<file path="src/rtl/tw_gen_if.sv">
// Twiddle generator control and stream bundle.
// master = sequencer/consumer side, slave = tw_gen.
interface tw_gen_if #(
    parameter int N_FFT = 64,
    parameter int TW_W  = 9
);
    localparam int LOG2N = $clog2(N_FFT);

    logic                   start;
    logic [LOG2N-1:0]       stage;
    logic                   inv;
    logic                   busy;
    logic                   cfg_err;
    logic                   tw_valid;
    logic                   tw_ready;
    logic signed [TW_W-1:0] tw_re;
    logic signed [TW_W-1:0] tw_im;
    logic [LOG2N-2:0]       tw_idx;
    logic                   tw_last;

    modport master (
        output start, stage, inv, tw_ready,
        input  busy, cfg_err, tw_valid, tw_re, tw_im, tw_idx, tw_last
    );

    modport slave (
        input  start, stage, inv, tw_ready,
        output busy, cfg_err, tw_valid, tw_re, tw_im, tw_idx, tw_last
    );
endinterface

</file>
<file path="src/rtl/tw_gen.sv">
// Radix-2 DIF twiddle streamer: quarter-wave cosine ROM, 2-stage stallable
// pipeline (decode -> ROM read + sign), optional conjugate for IFFT.
module tw_gen #(
    parameter int N_FFT = 64,
    parameter int TW_W  = 9
) (
    input  logic    clk,
    input  logic    rst,
    tw_gen_if.slave tw
);
    localparam int LOG2N  = $clog2(N_FFT);
    localparam int JW     = LOG2N - 1;
    localparam int Q      = N_FFT / 4;
    localparam int STAGES = 2;

    typedef enum logic [1:0] {IDLE, RUN, FLUSH} state_t;

    // Magnitude-only table; signs are applied after the read.
    function automatic logic [TW_W-2:0] cos_q(input int i);
        real x;
        x = $cos(2.0 * 3.14159265358979323846 * real'(i) / real'(N_FFT))
            * real'(2 ** (TW_W - 2));
        return (TW_W-1)'($rtoi(x + 0.5));
    endfunction

    logic [TW_W-2:0] rom [Q+1];
    for (genvar g = 0; g <= Q; g++) begin : g_rom
        assign rom[g] = cos_q(g);
    end

    state_t           st;
    logic [JW-1:0]    j;
    logic [LOG2N-1:0] s_r;
    logic             inv_r;
    logic             busy_r, cfg_err_r;

    logic [STAGES:1]  vld_pipe;
    logic [JW-1:0]    ra1, ia1, idx1;
    logic             nre1, nim1, last1;
    logic signed [TW_W-1:0] re2, im2;
    logic [JW-1:0]    idx2;
    logic             last2;

    logic             stage_ok, go, adv, issue;
    logic [JW-1:0]    j_i;
    logic [LOG2N-1:0] s_i;
    logic             inv_i;
    logic [JW-1:0]    ra_d, ia_d;
    logic             nre_d, nim_d, last_d;
    logic signed [TW_W-1:0] mr, mi;

    // Everything freezes while a presented beat is refused.
    assign adv      = !(vld_pipe[2] && !tw.tw_ready);
    assign stage_ok = int'(tw.stage) < LOG2N;
    assign go       = (st == IDLE) && tw.start && stage_ok;
    assign issue    = go || ((st == RUN) && adv);

    // Beat 0 is issued straight from the start cycle so valid lands at start+2.
    assign j_i   = (st == IDLE) ? '0 : j;
    assign s_i   = (st == IDLE) ? tw.stage : s_r;
    assign inv_i = (st == IDLE) ? tw.inv : inv_r;

    always_comb begin
        int mask, k;
        mask  = ((N_FFT / 2) >> s_i) - 1;
        k     = (int'(j_i) & mask) << s_i;
        ra_d  = '0;
        ia_d  = '0;
        nre_d = 1'b0;
        if (k <= Q) begin
            ra_d = JW'(k);
            ia_d = JW'(Q - k);
        end else begin
            ra_d  = JW'(N_FFT / 2 - k);
            ia_d  = JW'(k - Q);
            nre_d = 1'b1;
        end
        nim_d  = !inv_i;
        last_d = (j_i == JW'(N_FFT / 2 - 1));
    end

    always_ff @(posedge clk or posedge rst) begin
        if (rst) begin
            st        <= IDLE;
            j         <= '0;
            s_r       <= '0;
            inv_r     <= 1'b0;
            busy_r    <= 1'b0;
            cfg_err_r <= 1'b0;
        end else begin
            cfg_err_r <= (st == IDLE) && tw.start && !stage_ok;
            case (st)
                IDLE: if (go) begin
                    st     <= RUN;
                    j      <= JW'(1);
                    s_r    <= tw.stage;
                    inv_r  <= tw.inv;
                    busy_r <= 1'b1;
                end
                RUN: if (adv) begin
                    if (j == JW'(N_FFT / 2 - 1)) st <= FLUSH;
                    else                         j  <= j + 1'b1;
                end
                FLUSH: if (vld_pipe[2] && tw.tw_ready && last2) begin
                    st     <= IDLE;
                    busy_r <= 1'b0;
                end
                default: st <= IDLE;
            endcase
        end
    end

    assign mr = signed'({1'b0, rom[ra1]});
    assign mi = signed'({1'b0, rom[ia1]});

    always_ff @(posedge clk or posedge rst) begin
        if (rst) begin
            vld_pipe <= '0;
            ra1      <= '0;
            ia1      <= '0;
            idx1     <= '0;
            nre1     <= 1'b0;
            nim1     <= 1'b0;
            last1    <= 1'b0;
            re2      <= '0;
            im2      <= '0;
            idx2     <= '0;
            last2    <= 1'b0;
        end else if (adv) begin
            vld_pipe <= {vld_pipe[1], issue};
            if (issue) begin
                ra1   <= ra_d;
                ia1   <= ia_d;
                idx1  <= j_i;
                nre1  <= nre_d;
                nim1  <= nim_d;
                last1 <= last_d;
            end
            last2 <= vld_pipe[1] && last1;
            if (vld_pipe[1]) begin
                re2  <= nre1 ? -mr : mr;
                im2  <= nim1 ? -mi : mi;
                idx2 <= idx1;
            end
        end
    end

    assign tw.busy     = busy_r;
    assign tw.cfg_err  = cfg_err_r;
    assign tw.tw_valid = vld_pipe[2];
    assign tw.tw_re    = re2;
    assign tw.tw_im    = im2;
    assign tw.tw_idx   = idx2;
    assign tw.tw_last  = last2;
endmodule

</file>
<file path="src/flat_wrapper.sv">
// flat-port wrapper written by rule: the top's interface ports become plain ports
module tw_gen_flat 
#(
    parameter int N_FFT = 64,
    parameter int TW_W  = 9
)
  (clk, rst, tw_start, tw_stage, tw_inv, tw_tw_ready, tw_busy, tw_cfg_err, tw_tw_valid, tw_tw_re, tw_tw_im, tw_tw_idx, tw_tw_last);
  tw_gen_if #(.N_FFT(N_FFT), .TW_W(TW_W)) tw_i ();
  input  logic clk;
  input  logic rst;
  input wire logic [$bits(tw_i.start)-1:0] tw_start;
  input wire logic [$bits(tw_i.stage)-1:0] tw_stage;
  input wire logic [$bits(tw_i.inv)-1:0] tw_inv;
  input wire logic [$bits(tw_i.tw_ready)-1:0] tw_tw_ready;
  output wire logic [$bits(tw_i.busy)-1:0] tw_busy;
  output wire logic [$bits(tw_i.cfg_err)-1:0] tw_cfg_err;
  output wire logic [$bits(tw_i.tw_valid)-1:0] tw_tw_valid;
  output wire logic [$bits(tw_i.tw_re)-1:0] tw_tw_re;
  output wire logic [$bits(tw_i.tw_im)-1:0] tw_tw_im;
  output wire logic [$bits(tw_i.tw_idx)-1:0] tw_tw_idx;
  output wire logic [$bits(tw_i.tw_last)-1:0] tw_tw_last;
  assign tw_i.start = tw_start;
  assign tw_i.stage = tw_stage;
  assign tw_i.inv = tw_inv;
  assign tw_i.tw_ready = tw_tw_ready;
  assign tw_busy = tw_i.busy;
  assign tw_cfg_err = tw_i.cfg_err;
  assign tw_tw_valid = tw_i.tw_valid;
  assign tw_tw_re = tw_i.tw_re;
  assign tw_tw_im = tw_i.tw_im;
  assign tw_tw_idx = tw_i.tw_idx;
  assign tw_tw_last = tw_i.tw_last;
  tw_gen #(.N_FFT(N_FFT), .TW_W(TW_W)) u_core (.clk(clk), .rst(rst), .tw(tw_i));
endmodule
</file>
<file path="config.mk">
export PLATFORM = sky130hd
export DESIGN_NAME = tw_gen_flat
export DESIGN_NICKNAME = d
export VERILOG_FILES = /design/src/rtl/tw_gen_if.sv /design/src/rtl/tw_gen.sv /design/src/flat_wrapper.sv
export SDC_FILE = /design/constraint.sdc
export NUM_CORES = 1
export LEC_CHECK = 0
export ABC_AREA = 0
export BUFFER_PORTS_ARGS = -buffer_cell sky130_fd_sc_hd__buf_2
export CAP_MARGIN = 10
export CORE_UTILIZATION = 50
export DETAILED_ROUTE_END_ITERATION = 10
export HOLD_SLACK_MARGIN = 0.02
export PLACE_DENSITY = 0.75
export SLEW_MARGIN = 20
export SYNTH_ARGS = -nofsm -noshare
export SYNTH_HDL_FRONTEND = slang
export SYNTH_SLANG_ARGS = --single-unit
</file>
<file path="constraint.sdc">
create_clock -name clk -period 6.4 [get_ports clk]
set_input_delay 0.32 -clock clk [delete_from_list [all_inputs] [get_ports clk]]
set_output_delay 0.32 -clock clk [all_outputs]
set_load 0.01 [all_outputs]
</file>
==> results_dict.tcl <==
set metrics [dict create \
    status "completed" \
    multi_input_area_um2 2650 \
    yosysSeqAreaShare 0.342 \
    routed_wirelength_um 10600 \
    drv_slew 0 \
    synth_area_per_cell_um2 8.33 \
    finalSetupViolations 0 \
    io_pins 38 \
    htree_levels 3 \
    finalClockSkew_ns 0.0151 \
    reg2reg_from "u_core.st[0]$_DFFE_PP0P_" \
    grt_use_total 0.250 \
    worst_slew_pin_slew_ns 1.14 \
    cts_setup_buffers 0 \
    cts_root_buffer "clkbuf_8" \
    synth_seq_cells 59 \
    hold_violations 0 \
    reg2reg_to "u_core.ra1[4]$_DFFE_PP0P_" \
    drt_pass1_iterations 5 \
    overflow 0 \
    start_kind "flip-flop" \
    synthSimpleGateAreaFrac 0.240 \
    synth_mux_area_frac 0.0547 \
    clock.fmax_mhz 214 \
    core_region_area_um2 8300 \
    final_util 0.573 \
    die_area_um2 9020 \
    first_iter_violations 263 \
    grt_first_pass_wirelength_um 17500 \
    synth-edff-count 0 \
    cp.required_ns 6.68 \
    critPathArrivalTime_ns 4.95 \
    diodes 0 \
    clock_sink_count 59 \
    layout_commonest_cell "nand2_1" \
    clk_latency_ns 0.34 \
    fin_setup_tns_ns 0 \
    clockBufferDepth 2 \
    ys.flop_type "dfrtp_1" \
    grt_antenna_before_repair 0 \
    maxCapViolCount 0 \
    place_inst 632 \
    setup_ws_ns 1.72 \
    min_path_type "in2async" \
    p_per_area_nw_per_um2 580 \
    cp-end-kind "flip-flop" \
    grt_pass1_vias 3611 \
    clkSlewWorstSetupHoldPaths_ns 0.07 \
    min_period_ns 4.68 \
    gp_congestion 0.985 \
    drc 0 \
    grt_max_degree 60 \
    syn2layout_area_growth_pct 10.0 \
    die_h_um 95.0 \
    worst-path-max-fanout 18 \
    fillCellCount 759 \
    dp_hpwl_um 7680 \
    synthArstFlopShare 1.00 \
    vias 3957 \
    max_slew_margin 0.238 \
    viasPerCell 6.11 \
    crit_start "u_core.st[0]$_DFFE_PP0P_" \
    synth_warnings 0 \
    leakage_nw 2.11 \
    wl_per_cell_um 16.3 \
    synth_nets 550 \
    drtAntennaViolNets 0 \
    rrSetupSlack_ns 1.72 \
    layoutNonFillerInstCount 648 \
    tritoncts "done" \
    layout-drive-gt1-share 0.162 \
    post-place-ws_ns 1.77 \
    rr_worst_depth 15 \
    ctsResizeCount 0 \
    grt_setup_unrepaired "no" \
    die_w_um 95.0 \
    holdBufCountCts 0 \
    synth_adder_area_share 0.0579 \
    layout_common_cells "nand2_1 (88), dfrtp_1 (59), o21ai_0 (50)" \
    cts_made_buffers 9 \
    nets 569 \
    yosysUniqueCellTypes 72 \
    peakVddDrop_uv 247 \
    numPortBuffers 37 \
    netlist_area_um2 4320 \
    synth_top_family_by_area "simple AND/OR/NAND/NOR gates" \
    fin_crit_sh 0.731 \
    seqCellArea_um2 1480 \
    synth_compound_area_frac 0.232 \
    power.total_mw 2.76 \
    rows 33 \
    synth_cells 519 \
    initial_core_util 0.521 \
    synthXorXnorAreaFrac 0.0284 \
    setup.worst_path.class "reg2reg" \
]
-- per-layer routing --
| layer | GRT usage | wire length [µm] | vias to the layer above |
|---|---|---|---|
| met3 | 0.0475 | 585 | 27 |
| met4 | 0.114 | 257 | 0 |
| met5 | 0 | 0 | - |
| met1 | 0.335 | 4920 | 1865 |
| met2 | 0.387 | 4820 | 153 |
| li1 | - | - | 1912 |
-- cell usage after synthesis, types with 2 or more instances --
cell type	n	share of area
a22oi_1	2	0.0035
o21bai_1	3	0.0052
mux4_2	3	0.016
inv_1	15	0.013
mux2i_1	9	0.021
o211ai_1	2	0.0035
nor4b_1	3	0.0061
nor3b_1	2	0.0035
o21a_1	8	0.014
o21ai_0	51	0.059
dfrtp_1	59	0.34
nand3b_1	5	0.0087
clkbuf_1	23	0.020
o41ai_1	2	0.0041
ha_1	20	0.058
nor2_1	36	0.031
mux2_2	7	0.018
buf_1	5	0.0043
o2bb2ai_1	2	0.0041
nand2b_1	10	0.014
a21oi_1	21	0.024
nor2b_1	5	0.0072
xnor2_1	6	0.012
a311oi_1	2	0.0041
or2_2	2	0.0029
or3_1	6	0.0087
and3_1	6	0.0087
nand3_1	20	0.023
o31a_1	2	0.0041
buf_6	2	0.0052
nor3_1	7	0.0081
or4_4	2	0.0052
a221o_1	2	0.0046
a31oi_1	6	0.0087
a31o_2	4	0.0081
buf_2	3	0.0035
o22ai_1	4	0.0058
and2_1	5	0.0072
nor4_1	6	0.0087
nand2_1	89	0.077
a211oi_1	9	0.016
o31ai_1	5	0.0087
nand4_1	2	0.0029
xor2_1	8	0.016
-- layout make-up --
type	instances	share of cell area
timing repair buffer	41	0.0452
inverter	15	0.0118
tap	105	0.0276
sequential	59	0.310
clock buffer	9	0.0260
multi-input combinational	412	0.558
clock inverter	7	0.0210
-- where the power goes --
group	switching (mW)	internal, mW	total, mW
Sequential	0.208	0.517	0.725
Clock	0.160	0.222	0.382
Combinational	0.972	0.678	1.65
-- how the worst max path moves through the flow --
stage          cells after the start  slack, ns                         to
4_1_cts                           15       1.79  u_core.ra1[4]$_DFFE_PP0P_
6_report                          15       1.72  u_core.ra1[4]$_DFFE_PP0P_
2_1_floorplan                     17       2.35  u_core.ra1[4]$_DFFE_PP0P_
5_1_grt                           15       1.33  u_core.ra1[4]$_DFFE_PP0P_
3_3_place_gp                      15       1.95  u_core.ra1[4]$_DFFE_PP0P_
3_5_place_dp                      15       1.77  u_core.ra1[4]$_DFFE_PP0P_
-- worst max-delay path, stage by stage (launching register included) --
cell	delay [ns]
dfrtp_1	0.56
nor2_1	0.48
mux2_2	0.48
nor3_1	0.25
nand3_1	0.12
ha_1	0.33
nor2_1	0.15
and2_1	0.22
o211ai_1	0.20
ha_1	0.32
and2_1	0.17
a31o_2	0.24
o22ai_1	0.35
nor4_4	0.14
or4_1	0.51
nand3_1	0.08
-- cells by family (layout without fill, tap and decap cells) --
logic type      after synthesis  in the layout
flops                        59             59
simple gates                212            212
mux                          19             19
xor+xnor                     14             14
buf+inv                      48             72
fa+ha+maj                    20             20
compound gates              147            147
-- registers in the layout (all words and copies together) (netlist names) --
signal and flops:
u_core.tw.busy 1, u_core.inv_r 1, u_core.tw.tw_im 9, u_core.nre1 1, u_core.j 5, u_core.idx1 5
u_core.tw.tw_idx 5, u_core.tw.tw_re 9, u_core.st 2, u_core.ra1 4, u_core.s_r 6, u_core.ia1 5
u_core.last1 1, u_core.tw.cfg_err 1, u_core.nim1 1, u_core.tw.tw_last 1, u_core.vld_pipe 2
-- per-stage QoR --
stage	area, µm²	hold WS, ns
global placement	4530	0.453
detailed placement	4530	0.465
floorplan	4320	0.425
finish	4760	0.178
global route	4760	0.203
CTS	4750	0.178
Note: power is estimated with default switching activity, not from simulation.
